$ cat src/rtl/div_pkg.sv
// Shared types and sizing for the sequential restoring divider.
package div_pkg;

    localparam int DIV_WIDTH = 32;
    localparam int COUNT_W   = $clog2(DIV_WIDTH);

    typedef enum logic [2:0] {
        S_IDLE = 3'd0,
        S_PREP = 3'd1,
        S_ITER = 3'd2,
        S_FIX  = 3'd3,
        S_DONE = 3'd4
    } div_state_e;

endpackage

$ cat src/rtl/div_step.sv
// One restoring-division iteration: shift {A,Q} left, trial-subtract M, keep or restore.
module div_step
    import div_pkg::*;
#(
    parameter int WIDTH = DIV_WIDTH
) (
    input  logic [WIDTH:0]   a,
    input  logic [WIDTH-1:0] q,
    input  logic [WIDTH-1:0] m,
    output logic [WIDTH:0]   a_next,
    output logic [WIDTH-1:0] q_next
);

    logic [WIDTH+1:0] shifted_s;
    logic [WIDTH+1:0] trial_s;
    logic             trial_neg_s;

    // Trial subtraction is one bit wider than A so its sign bit is the borrow.
    always_comb begin
        shifted_s   = {a, q[WIDTH-1]};
        trial_s     = shifted_s - {2'b00, m};
        trial_neg_s = trial_s[WIDTH+1];
        if (trial_neg_s) begin
            a_next = shifted_s[WIDTH:0];
            q_next = {q[WIDTH-2:0], 1'b0};
        end else begin
            a_next = trial_s[WIDTH:0];
            q_next = {q[WIDTH-2:0], 1'b1};
        end
    end

endmodule

$ cat src/rtl/div_seq_ctrl.sv
// Start/busy/done sequencer retiring one quotient bit per clock; result Z = {remainder, quotient}.
module div_seq_ctrl
    import div_pkg::*;
#(
    parameter int WIDTH  = DIV_WIDTH,
    parameter bit SIGNED = 1'b1
) (
    input  logic               clock,
    input  logic               reset,
    input  logic               start,
    input  logic [WIDTH-1:0]   RegA,
    input  logic [WIDTH-1:0]   RegB,
    output logic               busy,
    output logic               done,
    output logic               div_zero,
    output logic [2*WIDTH-1:0] Z
);

    localparam int CNT_W = $clog2(WIDTH);

    div_state_e       state_r;
    div_state_e       state_next_s;
    logic [CNT_W-1:0] count_r;
    logic [WIDTH-1:0] dividend_r;
    logic [WIDTH-1:0] divisor_r;
    logic [WIDTH:0]   a_r;
    logic [WIDTH-1:0] q_r;
    logic [WIDTH-1:0] m_r;
    logic             neg_q_r;
    logic             neg_r_r;
    logic [WIDTH:0]   a_step_s;
    logic [WIDTH-1:0] q_step_s;
    logic [WIDTH-1:0] rem_fix_s;
    logic [WIDTH-1:0] quo_fix_s;
    logic             last_iter_s;
    logic             divisor_zero_s;

    // Magnitude of 0x80..0 is itself when read as unsigned.
    function automatic logic [WIDTH-1:0] magnitude(input logic [WIDTH-1:0] v);
        if (SIGNED && v[WIDTH-1]) begin
            return -v;
        end else begin
            return v;
        end
    endfunction

    div_step #(.WIDTH(WIDTH)) u_step (
        .a      (a_r),
        .q      (q_r),
        .m      (m_r),
        .a_next (a_step_s),
        .q_next (q_step_s)
    );

    // Next-state decode and sign fix-up of the finished remainder/quotient.
    always_comb begin
        state_next_s   = state_r;
        last_iter_s    = (count_r == CNT_W'(WIDTH - 1));
        divisor_zero_s = (divisor_r == {WIDTH{1'b0}});
        rem_fix_s      = neg_r_r ? -a_r[WIDTH-1:0] : a_r[WIDTH-1:0];
        quo_fix_s      = neg_q_r ? -q_r : q_r;
        case (state_r)
            S_IDLE: begin
                if (start) begin
                    state_next_s = S_PREP;
                end else begin
                    state_next_s = S_IDLE;
                end
            end
            S_PREP: begin
                if (divisor_zero_s) begin
                    state_next_s = S_DONE;
                end else begin
                    state_next_s = S_ITER;
                end
            end
            S_ITER: begin
                if (last_iter_s) begin
                    state_next_s = S_FIX;
                end else begin
                    state_next_s = S_ITER;
                end
            end
            S_FIX:   state_next_s = S_DONE;
            S_DONE:  state_next_s = S_IDLE;
            default: state_next_s = S_IDLE;
        endcase
    end

    // State register with busy/done registered from the next state.
    always_ff @(posedge clock) begin
        if (reset) begin
            state_r <= S_IDLE;
            busy    <= 1'b0;
            done    <= 1'b0;
        end else begin
            state_r <= state_next_s;
            busy    <= (state_next_s == S_PREP) || (state_next_s == S_ITER) ||
                       (state_next_s == S_FIX);
            done    <= (state_next_s == S_DONE);
        end
    end

    // Operand capture, iteration datapath and result registers.
    always_ff @(posedge clock) begin
        if (reset) begin
            count_r    <= {CNT_W{1'b0}};
            dividend_r <= {WIDTH{1'b0}};
            divisor_r  <= {WIDTH{1'b0}};
            a_r        <= {(WIDTH+1){1'b0}};
            q_r        <= {WIDTH{1'b0}};
            m_r        <= {WIDTH{1'b0}};
            neg_q_r    <= 1'b0;
            neg_r_r    <= 1'b0;
            div_zero   <= 1'b0;
            Z          <= {(2*WIDTH){1'b0}};
        end else begin
            case (state_r)
                S_IDLE: begin
                    if (start) begin
                        dividend_r <= RegA;
                        divisor_r  <= RegB;
                        div_zero   <= 1'b0;
                    end
                end
                S_PREP: begin
                    if (divisor_zero_s) begin
                        div_zero <= 1'b1;
                        Z        <= {dividend_r, {WIDTH{1'b1}}};
                    end else begin
                        q_r     <= magnitude(dividend_r);
                        m_r     <= magnitude(divisor_r);
                        a_r     <= {(WIDTH+1){1'b0}};
                        neg_q_r <= SIGNED & (dividend_r[WIDTH-1] ^ divisor_r[WIDTH-1]);
                        neg_r_r <= SIGNED & dividend_r[WIDTH-1];
                        count_r <= {CNT_W{1'b0}};
                    end
                end
                S_ITER: begin
                    a_r     <= a_step_s;
                    q_r     <= q_step_s;
                    count_r <= count_r + CNT_W'(1);
                end
                S_FIX: begin
                    Z <= {rem_fix_s, quo_fix_s};
                end
                default: begin
                    count_r <= count_r;
                end
            endcase
        end
    end

endmodule

$ cat config.mk
export PLATFORM = sky130hd
export DESIGN_NAME = div_seq_ctrl
export DESIGN_NICKNAME = d
export VERILOG_FILES = /design/src/rtl/div_pkg.sv /design/src/rtl/div_step.sv /design/src/rtl/div_seq_ctrl.sv
export SDC_FILE = /design/constraint.sdc
export NUM_CORES = 1
export LEC_CHECK = 0
export CAP_MARGIN = 20
export CORE_UTILIZATION = 63
export CTS_BUF_LIST = sky130_fd_sc_hd__clkbuf_16
export DETAILED_ROUTE_END_ITERATION = 8
export GPL_ROUTABILITY_DRIVEN = 0
export PLACE_DENSITY = 0.95
export SYNTH_ARGS = -nofsm -noshare
export SYNTH_HDL_FRONTEND = slang
export SYNTH_HIERARCHICAL = 1
export SYNTH_SLANG_ARGS = --single-unit
export TNS_END_PERCENT = 20
$ cat constraint.sdc
create_clock -name clock -period 9.2 [get_ports clock]
set_input_delay 1.84 -clock clock [delete_from_list [all_inputs] [get_ports clock]]
set_output_delay 1.84 -clock clock [all_outputs]
set_load 0.02 [all_outputs]
== After elaboration in Yosys (flattened, before gate mapping) ==
Cells that the tools add are included.

* Add/sub/neg operators: 6
* Equal/unequal tests: 11
* Multiplexer cells: 21
* Bitwise logic cells: 2
* Reductions and logical operators: 12

{| class="wikitable"
|+ Operators with widths
! operator !! number
|-
| two-way mux 32 bit || 5
|-
| negation 32 bit || 4
|-
| case mux 64 bit (2 select lines) || 1
|-
| two-way mux 33 bit || 2
|-
| case mux 33 bit (2 select lines) || 1
|-
| two-way mux 64 bit || 1
|-
| case mux 32 bit (2 select lines) || 1
|-
| subtractor 34 x 32 -> 34 bit || 1
|-
| zero test 32 bit || 1
|-
| equality test 3 x 2 -> 1 bit (second input constant) || 4
|-
| case mux 3 bit (4 select lines) || 1
|-
| case mux 5 bit (2 select lines) || 1
|-
| AND reduction 2 bit || 4
|-
| equality test 3 x 1 -> 1 bit (second input constant) || 2
|-
| inequality test 2 bit (second input constant) || 3
|-
| nonzero test 2 bit || 3
|-
| adder 5 x 1 -> 5 bit (second input constant) || 1
|-
| equality test 5 bit (second input constant) || 1
|-
| two-way mux 1 bit || 5
|-
| two-way mux 5 bit || 1
|-
| equality test 3 bit (second input constant) || 1
|-
| zero test 3 bit || 1
|-
| two-way mux 3 bit || 1
|-
| AND reduction 3 bit || 1
|-
| other kinds (4) || 5
|}

* Flip-flop bits (word level): 238
* Output and inout port bits: 67
* Logic and storage cells: 65

== Logic depth before layout (Yosys ltp) ==
* Word-level depth: 6
* Mapped depth: 15
* Gate-level depth less buffers: 14

== Cells and area by module ==
The synthesis kept the hierarchy.

{| class="wikitable"
|+ By module, submodules not included
! module !! instances !! cells an instance !! area an instance (um^2) !! sequential area each (um^2)
|-
| div_seq_ctrl || 1 || 1383 || 11355.9 || 4764.6
|-
| div_step || 1 || 359 || 2403.6 || 0.0
|}

== Worst setup path after synthesis ==
OpenSTA, ideal clock, no wires.

* Path type: register to register
* Start: reg a_r[9]
* End: reg a_r[28]
* Data arrival time: 2.932 ns
* Slack: 6.141 ns
* Stages on the path, launching flop included: 13
* Clock period less this slack: 3.059 ns
* Path through: dfxtp_1 -> ha_1 -> and3_1 -> or3b_1 -> a211oi_2 -> o31ai_1 -> and3_4 -> o31a_4 -> xor2_4 -> clkbuf_1 -> o21ai_0 -> a22oi_1 -> nor2_1

* Cells in the longest elaborated chain, start to end: 3

{| class="wikitable"
|+ Ends and longest elaborated chain
! element !! line !! source
|-
| start: declaration || div_seq_ctrl.sv:26 || <nowiki>logic [WIDTH:0] a_r;</nowiki>
|-
| start signal: assignment || div_seq_ctrl.sv:110 || <nowiki>a_r <= {(WIDTH+1){1'b0}};</nowiki>
|-
| start signal: assignment || div_seq_ctrl.sv:133 || <nowiki>a_r <= {(WIDTH+1){1'b0}};</nowiki>
|-
| start signal: assignment || div_seq_ctrl.sv:140 || <nowiki>a_r <= a_step_s;</nowiki>
|-
| subtractor 34 x 32 -> 34 bit || div_step.sv:21 || <nowiki>trial_s = shifted_s - {2'b00, m};</nowiki>
|-
| two-way mux 33 bit || div_step.sv:23 || <nowiki>if (trial_neg_s) begin</nowiki>
|-
| via a_step_s[28] || div_seq_ctrl.sv:31 || <nowiki>logic [WIDTH:0] a_step_s;</nowiki>
|-
| case mux 33 bit (2 select lines) || div_seq_ctrl.sv:118 || <nowiki>case (state_r)</nowiki>
|}

The timed path passes the listed nets, and every way through them passes these cells.
A chain may end at the register's enable or synchronous reset.

== Worst setup path in the final report ==
* Start: reg a_r[13]
* End: reg a_r[26]

The elaborated chain is that of the path after synthesis.

==> results.md <==
- In the final routing, the length of wire on met1 measures 15.2 mm.
- In this run switching power makes up 35.0% of total power.
- The wire length on met2 is 18.3 mm.
- Entering global routing, the biggest net connects 102 pins.
- The share of post-route cells with drive strength above 1 is 4.84%.
- The worst pin sits at a relative slew slack of 22.6%.
- After technology mapping, the gate count stands at 1742.
- The total area inside the core boundary comes to 0.0212 mm².
- The residual antenna-violating net count after detailed routing is 0.
- During synthesis, Yosys emitted a total of 6 warnings.
- The share of flip-flops with an asynchronous set or reset is 0%.
- In this run, synthesis inferred 0 flip-flops with an integrated enable.
- The first detailed-routing pass ran for 6 iterations.
- The number of inserted diodes is 0.
- Clock skew on the completed layout was measured at 0.0111 ns.
- The highest ir drop seen on vdd is 0.000160 V.
- The net total in the final layout is 1871.
- The run finished with clean final reports.
- The final setup violation count is 0.
- Global routing used 34.7% of the available tracks.
- For this design, the sink count on the clock tree is 238.
- The area growth from synthesis to layout is 14.2%.
- Data on the critical path is required at its endpoint by 9.58 ns.
- The root buffer cell chosen for the clock tree is clkbuf_16.
- In this design, the stage delay of the slowest critical-path cell is 0.45 ns.
- The initial core utilization is 64.8%.
- Detailed placement finished with a half-perimeter wire length of 26.8 mm.
- The highest-delay cell along the critical path is ha_1.
- The routed wirelength normalized by instance count is 19.3 µm.
- The post-synthesis cell type with the largest combined area is dfxtp_1.
- The number of gates resized after cts is 0.
- After synthesis, flip-flops and latches occupy 34.6% of the total area.
- The final setup TNS is 0 ns.
- The count of pins on the block boundary is 134.
- The max-slew violation count was 0.
- During placement, the flow inserted port buffers numbering 133.
- The netlist uses 76 different library cells.
- The flip-flop cell with the highest count after synthesis is dfxtp_1.
- After synthesis, the cell types taking the most area are dfxtp_1 35%, nand2_1 7.3%, xor2_1 6.1%, a21oi_1 5.2%, nor2_1 4.0%.
- The post-synthesis instance area is 0.0138 mm².
- The clock slew seen by the registers of the worst setup and hold paths is 0.06 ns.
- CTS built an H-tree with a depth of 1.
- The combinational group share of total power is 32.5%.
- The CTS tree is yes.
- For this run, design rule violations remaining after detail routing come to 0.
- The path class of the lowest-slack min-delay path is flop to flop.
- The data arrival time of the worst path is 4.25 ns.
- The internal power summed over all cells is 2110 µW.
- After global routing the overflow that remains totals 0.
- In the post-route analysis, the smallest setup slack over all paths is 5.32 ns.
- In this run the worst path has a maximum fanout of 41.
- The number of buffers and inverters on the critical path is 2.
- The leading cell type by number of instances after synthesis is nand2_1.
- Setup repair after global routing left no endpoint under its margin.
- The net count of the mapped netlist is 1848.
- The number of endpoints with negative hold slack in the final report is 0.
- The cell family with the largest share of critical-path delay is compound AO/OA/AOI/OAI gates.
- The total clock buffers created by CTS is 25.
- The post-CTS setup buffer count is 0.
- The ratio of total power to cell area is 206 mW/mm².
- The number of vias in the routed layout is 13600.
- The die covers 0.0224 mm².
- The share of total power dissipated in sequential elements is 36.3%.
- Wires add up to 39.7 mm.
- Sorting the synthesized cells by how often they occur yields 267 x nand2_1, 238 x dfxtp_1, 148 x nor2_1, 144 x a21oi_1, 100 x clkbuf_1.
- Counting tap cells, the placed design contains a total of 2010 instances.
- The achievable frequency is 258 MHz.
- Hold repair after CTS inserted 0 buffers.
- Of the post-synthesis cell area, the dominant cell type holds 34.6%.
- The number of global-route vias before repair is 12700.
- The tool flagged a number of max-cap violations equal to 0.
- The die is 150 µm tall.
- After the first detailed-routing iteration, the DRC count stood at 1565.
- The length of routed met3 wiring is 4.17 mm.
- Dividing the synthesized area by the synthesized cell count gives 7.90 µm².
- The leakage power figure is 0.00606 µW.
- The transition time at the pin with the least slew margin is 1.16 ns.
- STA classifies the critical path startpoint as a flop.
- The first global-routing pass estimated 62.9 mm of wire.
- The number of buffers on the longest clock path is 3.
- The later pin in the worst-skew pair is clocked with a latency of 0.53 ns.
- The switching power is 1130 µW.
- In the routed layout, each cell is associated on average with a via count of 6.64.
- The die width is 150 µm.
- Across all hold checks on the routed design, the worst slack comes to 0.463 ns.
- Cells fill 74.0% of the core in the end.
- The critical path goes through ha_1 > nand4_1 > or3b_1 > a211oi_2 > o31ai_1 > and3_4 > o31a_4 > xor2_4 > buf_16 > inv_2 > mux2_2 > a22oi_1 > nor2_1.
- After floorplanning, the core was divided into 53 placement rows.
- In this run, synthesis produced a sequential element count of 238.
- The final instance count without filler cells is 2052.
- The number of antenna violations at the first check in global routing came to 0.
- The final critical delay including setup and external delays is 3.88 ns.
- The power share of the clock group is 31.2%.
- The post-placement worst setup slack is 5.03 ns.
- After layout, the worst path uses 42.2% of the clock period.
- The path type of the worst setup path is flop to flop.
- The detailed router used layers up to and including met4.
- The worst setup path is captured at a flop.
## through the flow
step | total power, µW | area (µm²)
after floorplan | 1950 | 13800
after global placement | 2130 | 14800
after detailed placement | 2170 | 14800
after CTS | 3170 | 15600
after global routing | 3380 | 15700
final | 3240 | 15700
## placed cells by master (no fill, tap or decap), types with 5 or more instances in the layout
master             n
a211o_1           12
a211oi_1          36
a21o_1            23
a21oi_1          143
a22o_1            50
a22oi_1           39
a31oi_1            6
and3_1             9
buf_4             12
clkbuf_16         25
clkdlybuf4s50_1  132
clkinv_1           6
dfxtp_1          238
ha_1              38
inv_1             53
mux2_2             6
nand2_1          267
nand2b_1           8
nand3_1           11
nand3b_1           6
nand4_1            8
nor2_1           146
nor2b_1           16
nor3_1            28
nor4_1            14
o211ai_1          11
o21ai_0           86
o2bb2ai_1          7
o31a_1             5
o31ai_1           34
o41ai_1           45
or2_2              8
or3_1             21
or4_1             13
xnor2_1           47
xor2_1            96
## layer usage
metal  track usage (%)  vias to the layer above
li1                  -                     6231
met3              4.63                      168
met1              44.4                     6297
met4              18.1                        0
met5                 0                        -
met2              56.8                      924
## sequential cells by signal (all words and copies together), names as in the netlist
signal	cells
Z	64
a_r	33
busy	1
count_r	5
div_zero	1
dividend_r	32
divisor_r	32
done	1
m_r	32
neg_q_r	1
neg_r_r	1
q_r	32
state_r	3
## final cells by class
| class | count | area (µm²) |
|---|---|---|
| fillers | 1448 | 5510 |
| clock buffers | 25 | 626 |
| multi-input cells | 1300 | 8130 |
| inverters | 53 | 199 |
| repair buffers | 147 | 1490 |
| flip-flops and latches | 238 | 4760 |
| well taps | 275 | 344 |
| clock inverters | 14 | 163 |
## kinds of logic after synthesis
logic type,share of synthesized area [%]
AND/OR/NAND/NOR,19.0
AO/OA/AOI/OAI,26.3
flip-flops,34.6
buffers and inverters,6.54
XOR/XNOR,9.30
adder cells (fa/ha/maj),3.60
multiplexers,0.637
## worst register-to-register path, delay by kind of cell, from the launching register on
| kind | cells | cell delay (ns) |
|---|---|---|
| AO/OA/AOI/OAI | 4 | 0.94 |
| AND/OR/NAND/NOR | 4 | 0.88 |
| adder cells (fa/ha/maj) | 1 | 0.46 |
| XOR/XNOR | 1 | 0.44 |
| flip-flops | 1 | 0.38 |
| buffers and inverters | 2 | 0.35 |
| multiplexers | 1 | 0.29 |
## power by group through the flow
stage / logic [µW] / clock network (µW) / registers, µW
global placement: 935 / 0 / 1190
floorplan: 781 / 0 / 1170
detailed placement: 973 / 0 / 1200
CTS: 988 / 1010 / 1180
finish: 1050 / 1010 / 1180
global route: 1140 / 1060 / 1180
## path summary, 6_finish.rpt
path	cells after the start	slack (ns)	startpoint	to
max reg2reg	13	5.32	a_r[13]	a_r[26]
min	2	0.46	div_zero	div_zero
min reg2reg	2	0.46	div_zero	div_zero
max	13	5.32	a_r[13]	a_r[26]
(Power assumes the default switching activity.)
